==> src/rtl/jesd_tx_link_ctrl.sv <==
// JESD204B single-lane transmit link-layer sequencer: CGS, ILAS and user data
// on the LMFC grid, feeding an 8b/10b encoder one character per clock.
// Optional: define JESD_CHAR_REPLACE_EN for frame/multiframe-end character
// replacement (K28.7 / K28.3) when scrambling is disabled.
module jesd_tx_link_ctrl #(
    parameter int unsigned F         = 2,
    parameter int unsigned K         = 16,
    parameter int unsigned ILAS_MF   = 4,
    parameter int unsigned SYNC_FILT = 2
) (
    input  logic         clk,
    input  logic         rst,
    input  logic         i_sync_n,
    input  logic [111:0] i_cfg,
    input  logic [7:0]   i_tx_data,
    input  logic         i_tx_valid,
    output logic         o_data_rdy,
    output logic [7:0]   o_char,
    output logic         o_k,
    output logic         o_rd_en,
    output logic         o_lmfc,
    output logic [1:0]   o_state,
    output logic         o_underflow
);

    localparam int unsigned OctPerMf = F * K;
    localparam logic [7:0]  OctLast  = 8'(OctPerMf - 1);
    localparam int unsigned MfW      = 3;
    localparam logic [MfW-1:0] MfLast = MfW'(ILAS_MF - 1);
    localparam int unsigned SyncW    = $clog2(SYNC_FILT + 1);
    localparam logic [SyncW-1:0] SyncLast = SyncW'(SYNC_FILT - 1);

    localparam logic [7:0] K28_0 = 8'h1C;
    localparam logic [7:0] K28_3 = 8'h7C;
    localparam logic [7:0] K28_4 = 8'h9C;
    localparam logic [7:0] K28_5 = 8'hBC;

    typedef enum logic [1:0] {
        StCgs      = 2'd0,
        StWaitLmfc = 2'd1,
        StIlas     = 2'd2,
        StData     = 2'd3
    } state_e;

    state_e           state_q;
    logic [7:0]       oct_q;
    logic [MfW-1:0]   mf_q;
    logic [SyncW-1:0] sync_cnt_q;
    logic [7:0]       char_q;
    logic             k_q;
    logic             rd_en_q;
    logic             lmfc_q;
    logic             underflow_q;

    logic [7:0] ilas_char;
    logic       ilas_k;
    logic [3:0] cfg_idx;
    logic [7:0] data_raw;
    logic [7:0] data_char;
    logic       data_k;

    // ILAS character for the current octet position and multiframe.
    always_comb begin
        ilas_char = oct_q;
        ilas_k    = 1'b0;
        cfg_idx   = oct_q[3:0] - 4'd2;
        if (oct_q == 8'd0) begin
            ilas_char = K28_0;
            ilas_k    = 1'b1;
        end else if (oct_q == OctLast) begin
            ilas_char = K28_3;
            ilas_k    = 1'b1;
        end else if (mf_q == MfW'(1)) begin
            if (oct_q == 8'd1) begin
                ilas_char = K28_4;
                ilas_k    = 1'b1;
            end else if (oct_q < 8'd16) begin
                ilas_char = i_cfg[{cfg_idx, 3'b000} +: 8];
            end
        end
    end

    assign data_raw = i_tx_valid ? i_tx_data : 8'h00;

`ifdef JESD_CHAR_REPLACE_EN
    localparam logic [2:0] FposLast = 3'(F - 1);
    localparam logic [7:0] K28_7    = 8'hFC;

    logic [2:0] fpos_q;
    logic [7:0] last_q;
    logic       hist_vld_q;

    // Frame-end replacement; comparison uses the unreplaced octet history.
    always_comb begin
        data_char = data_raw;
        data_k    = 1'b0;
        if (fpos_q == FposLast && hist_vld_q && data_raw == last_q) begin
            data_char = (oct_q == OctLast) ? K28_3 : K28_7;
            data_k    = 1'b1;
        end
    end

    // Frame position tracks the octet counter; history reloads on DATA entry.
    always_ff @(posedge clk) begin
        if (rst) begin
            fpos_q     <= 3'd0;
            last_q     <= 8'h00;
            hist_vld_q <= 1'b0;
        end else begin
            fpos_q <= (fpos_q == FposLast || oct_q == OctLast) ? 3'd0 : fpos_q + 3'd1;
            if (state_q == StIlas && oct_q == OctLast && mf_q == MfLast) begin
                last_q     <= 8'h00;
                hist_vld_q <= 1'b0;
            end else if (state_q == StData && fpos_q == FposLast) begin
                last_q     <= data_raw;
                hist_vld_q <= 1'b1;
            end
        end
    end
`else
    // Data passes through unmodified.
    always_comb begin
        data_char = data_raw;
        data_k    = 1'b0;
    end
`endif

    // Link FSM, free-running LMFC octet counter and registered encoder outputs.
    always_ff @(posedge clk) begin
        if (rst) begin
            state_q     <= StCgs;
            oct_q       <= 8'd0;
            mf_q        <= '0;
            sync_cnt_q  <= '0;
            char_q      <= K28_5;
            k_q         <= 1'b1;
            rd_en_q     <= 1'b0;
            lmfc_q      <= 1'b0;
            underflow_q <= 1'b0;
        end else begin
            oct_q       <= (oct_q == OctLast) ? 8'd0 : oct_q + 8'd1;
            rd_en_q     <= 1'b1;
            lmfc_q      <= (oct_q == 8'd0);
            underflow_q <= 1'b0;
            unique case (state_q)
                StCgs: begin
                    char_q <= K28_5;
                    k_q    <= 1'b1;
                    if (i_sync_n) state_q <= StWaitLmfc;
                end
                StWaitLmfc: begin
                    char_q <= K28_5;
                    k_q    <= 1'b1;
                    // A renewed sync request wins over the LMFC boundary.
                    if (!i_sync_n) begin
                        state_q <= StCgs;
                    end else if (oct_q == OctLast) begin
                        state_q <= StIlas;
                        mf_q    <= '0;
                    end
                end
                StIlas: begin
                    char_q <= ilas_char;
                    k_q    <= ilas_k;
                    if (oct_q == OctLast) begin
                        if (mf_q == MfLast) begin
                            state_q    <= StData;
                            sync_cnt_q <= '0;
                        end else begin
                            mf_q <= mf_q + MfW'(1);
                        end
                    end
                end
                StData: begin
                    char_q      <= data_char;
                    k_q         <= data_k;
                    underflow_q <= !i_tx_valid;
                    if (!i_sync_n) begin
                        if (sync_cnt_q == SyncLast) begin
                            state_q    <= StCgs;
                            sync_cnt_q <= '0;
                        end else begin
                            sync_cnt_q <= sync_cnt_q + SyncW'(1);
                        end
                    end else begin
                        sync_cnt_q <= '0;
                    end
                end
                default: state_q <= StCgs;
            endcase
        end
    end

    assign o_char      = char_q;
    assign o_k         = k_q;
    assign o_rd_en     = rd_en_q;
    assign o_lmfc      = lmfc_q;
    assign o_underflow = underflow_q;
    assign o_state     = state_q;
    assign o_data_rdy  = (state_q == StData);

endmodule
==> config.mk <==
export PLATFORM = sky130hd
export DESIGN_NAME = jesd_tx_link_ctrl
export DESIGN_NICKNAME = d
export VERILOG_FILES = /design/src/rtl/jesd_tx_link_ctrl.sv
export SDC_FILE = /design/constraint.sdc
export NUM_CORES = 1
export LEC_CHECK = 0
export ABC_AREA = 1
export BUFFER_PORTS_ARGS = -buffer_cell sky130_fd_sc_hd__buf_4
export CORE_UTILIZATION = 44
export CTS_BUF_LIST = sky130_fd_sc_hd__clkbuf_2 sky130_fd_sc_hd__clkbuf_4 sky130_fd_sc_hd__clkbuf_8
export DETAILED_ROUTE_END_ITERATION = 16
export MAX_ROUTING_LAYER = met4
export PLACE_DENSITY = 0.79
export SLEW_MARGIN = 20
export SYNTH_ARGS = -nofsm -noshare
export SYNTH_HDL_FRONTEND = slang
export SYNTH_SLANG_ARGS = --single-unit
==> constraint.sdc <==
create_clock -name clk -period 2.32 [get_ports clk]
set_clock_uncertainty 0.2 [all_clocks]
set_input_delay 0.232 -clock clk [delete_from_list [all_inputs] [get_ports clk]]
set_output_delay 0.232 -clock clk [all_outputs]
set_load 0.02 [all_outputs]
==> results_dict.tcl <==
set metrics [dict create \
    cp-start-kind "flop" \
    synth_nets 575 \
    ir_drop_mv 0.392 \
    place_hpwl_microns 6840 \
    cts.sinks 27 \
    fmax_mhz 478 \
    cts_root_buf "clkbuf_8" \
    seq_power_share_pct 36.3 \
    final_cell_count_no_fill 645 \
    maxCapViolCount 0 \
    initial_core_util_pct 45.8 \
    dp_cells 639 \
    ys_types 35 \
    cts_buffers 3 \
    syn_area_sq_um 2520 \
    critical_path_required_ns 2.29 \
    maxSlewHeadroom_pct 81.7 \
    cts_max_level 1 \
    vias 3353 \
    design_area_sq_um 3660 \
    grt_pass1_vias 3136 \
    yosysTopAreaCell "dfxtp_1" \
    synth_cells 443 \
    hold_viol 0 \
    layout_worst_path_cycle_share_pct 90.2 \
    wl_per_cell_microns 13.4 \
    grt_overflow 0 \
    p_sw_share_pct 34.6 \
    path_cells "inv_1 -> ha_1 -> buf_4 -> nor2_4 -> nand2_1 -> nor2_1 -> nor2_1 -> o21ai_1 -> o21ai_1 -> nand2_1 -> a21oi_1" \
    portBuffers 138 \
    p_comb_share_pct 43.3 \
    drt_iter0_drc 197 \
    finalSetupViolCount 0 \
    firstDrtPassIters 4 \
    maxSlewViolCount 0 \
    via_per_inst 5.20 \
    synth_edf_count 0 \
    rr_startpoint "oct_q[2]" \
    ios 139 \
    worst_slew_pin_slew_ns 0.272 \
    placed_area_sq_um 3590 \
    drc 0 \
    syn_area_per_cell_sq_um 5.69 \
    finalCriticalPeriod_ns 2.09 \
    critPathKind "flop to flop" \
    startpoint "oct_q[2]" \
    cp_slowest_stage_delay_ns 0.44 \
    clock_power_share_pct 20.4 \
    critPathBufInv 2 \
    grt_max_degree 63 \
    async_reset_ff_share_pct 0 \
    globalplace.congestion 0.889 \
    fp.dieH_microns 77.7 \
    antenna_found_initial 0 \
    placeableCoreArea_sq_um 5510 \
    cp-end-kind "flop" \
    synth_seq_cells 27 \
    cp_slowest_cell "dfxtp_1" \
    arrival_ns 2.07 \
    total_leakage_power_uw 0.00183 \
    yosysTopAreaCellShare_pct 21.4 \
    insertion_delay_ns 0.27 \
    std_cell_rows 27 \
    tritoncts "built" \
    wirelength_microns 8670 \
    finalPower_uw 1330 \
    p_sw_uw 459 \
    synth_top_flop_cell "dfxtp_1" \
    nets 706 \
    hold_class "primary input to flop" \
    detail-route-antenna-nets 0 \
    yosysSeqAreaShare_pct 21.4 \
    synth_area_leaders "dfxtp_1 (21%), nand2_1 (17%), nor2_1 (9.8%), inv_1 (6.5%), o21ai_0 (6.5%)" \
    drive_gt1_share_pct 29.1 \
    die_w_microns 77.7 \
    crit_family "simple AND/OR/NAND/NOR gates" \
    grt_pass1_wl_microns 14300 \
    p_per_area_nw_per_um2 363 \
    grt.total_usage_pct 29.6 \
    die_area_sq_um 6040 \
    yosys_warnings 0 \
    clock_path_buffers 2 \
    critPathMaxFanout 9 \
    path_clk_slew_ns 0.10 \
    intPower_uw 869 \
    outcome "complete, no violations" \
    hp-start "rst" \
    rsz0062_at_grt "no" \
    n_antenna_cell 0 \
    tns_ns 0 \
    syn_to_final_growth_pct 45.0 \
]
per-stage QoR:
| step | util (%) | worst slack (ns) | hold slack (ns) |
|---|---|---|---|
| after floorplan | - | 0.180 | 0.111 |
| after global placement | 65.2 | 0.297 | 0.237 |
| after detailed placement | 65.2 | 0.232 | 0.241 |
| after CTS | 66.4 | 0.210 | 0.00126 |
| after global routing | 66.4 | 0.00854 | 0.0183 |
| final | 66.4 | 0.226 | 0.00564 |
layer usage:
metal  global-route usage (%)  up-vias  part of all wire (%)
met5                        -        -                     0
met4                     8.11        0                   2.1
met3                     4.12       18                   7.4
met2                     51.0      127                    48
met1                     36.1     1516                    42
li1                         -     1692                     -
synth_stat cells (2+ instances only):
library cell    n
buf_6           4
nor3_1          9
o211ai_1        6
a211oi_1        2
dfxtp_1        27
o22ai_1         6
nor2_2          2
nor4_1          2
or2_1           2
clkinv_1        2
nor3_2          2
a21oi_1        30
o21ai_0        33
nor2_1         66
buf_4           3
buf_2          11
o21ai_1        12
o21a_1          3
nor2_4          2
nand2_1       117
ha_1            8
inv_2           7
nand3_2         2
nand3_1        30
clkbuf_1        2
inv_1          44
timing repair:
action	in CTS	in global routing
buffers inserted	0	0
gates resized for setup	0	0
hold buffers	2	0
endpoints found under the hold margin	2	0
power groups by stage:
stage | clock (uW) | sequential [uW] | combinational, uW
6_report | 271 | 482 | 575
5_1_grt | 296 | 484 | 637
4_1_cts | 279 | 482 | 572
3_5_place_dp | 0 | 493 | 567
3_3_place_gp | 0 | 492 | 562
2_1_floorplan | 0 | 495 | 319
cell families after synthesis:
group | after synthesis | synth area share, %
buffers and inverters | 73 | 13.0
adder cells (fa/ha/maj) | 8 | 3.97
AO/OA/AOI/OAI | 94 | 20.2
flip-flops | 27 | 21.4
AND/OR/NAND/NOR | 240 | 41.0
XOR/XNOR | 1 | 0.347
worst paths after layout:
path,endpoint,slack (ns),depth (start not counted)
max,o_char[0],0.23,11
min,o_char[6],0.006,2
max reg2reg,o_char[0],0.23,11
min reg2reg,sync_cnt_q[1],0.29,1
registers in the layout, summed over array words and instances (netlist names), named ones only:
signal	flops
o_char	8
oct_q	8
mf_q	3
sync_cnt_q	2
o_k	1
o_lmfc	1
o_rd_en	1
o_state	1
o_underflow	1
cell usage in the layout (no fill, tap or decap), types with 2 or more instances in the layout:
cell type / netlist / layout
dlygate4sd3_1: 0 / 2
buf_12: 0 / 2
nand3_1: 30 / 30
nor2_1: 66 / 66
a211oi_1: 2 / 2
inv_1: 44 / 44
nor3_1: 9 / 9
dfxtp_1: 27 / 26
nor2_4: 2 / 2
nor4_1: 2 / 2
clkinv_1: 2 / 2
nor3_2: 2 / 2
o21ai_1: 12 / 12
inv_2: 7 / 7
ha_1: 8 / 8
or2_1: 2 / 2
o211ai_1: 6 / 6
nor2_2: 2 / 2
clkbuf_8: 0 / 3
buf_4: 3 / 142
a21oi_1: 30 / 30
nand3_2: 2 / 2
o21ai_0: 33 / 33
nand2_1: 117 / 117
o21a_1: 3 / 3
o22ai_1: 6 / 6
final cells by class:
type | count | area [sq um]
Tap cell | 72 | 90.1
Fill cell | 532 | 1850
Sequential cell | 27 | 542
Multi-Input combinational cell | 343 | 1650
Inverter | 53 | 199
Clock inverter | 1 | 7.51
Clock buffer | 3 | 41.3
Timing Repair Buffer | 146 | 1130
Power figures use the tool's default switching activity.
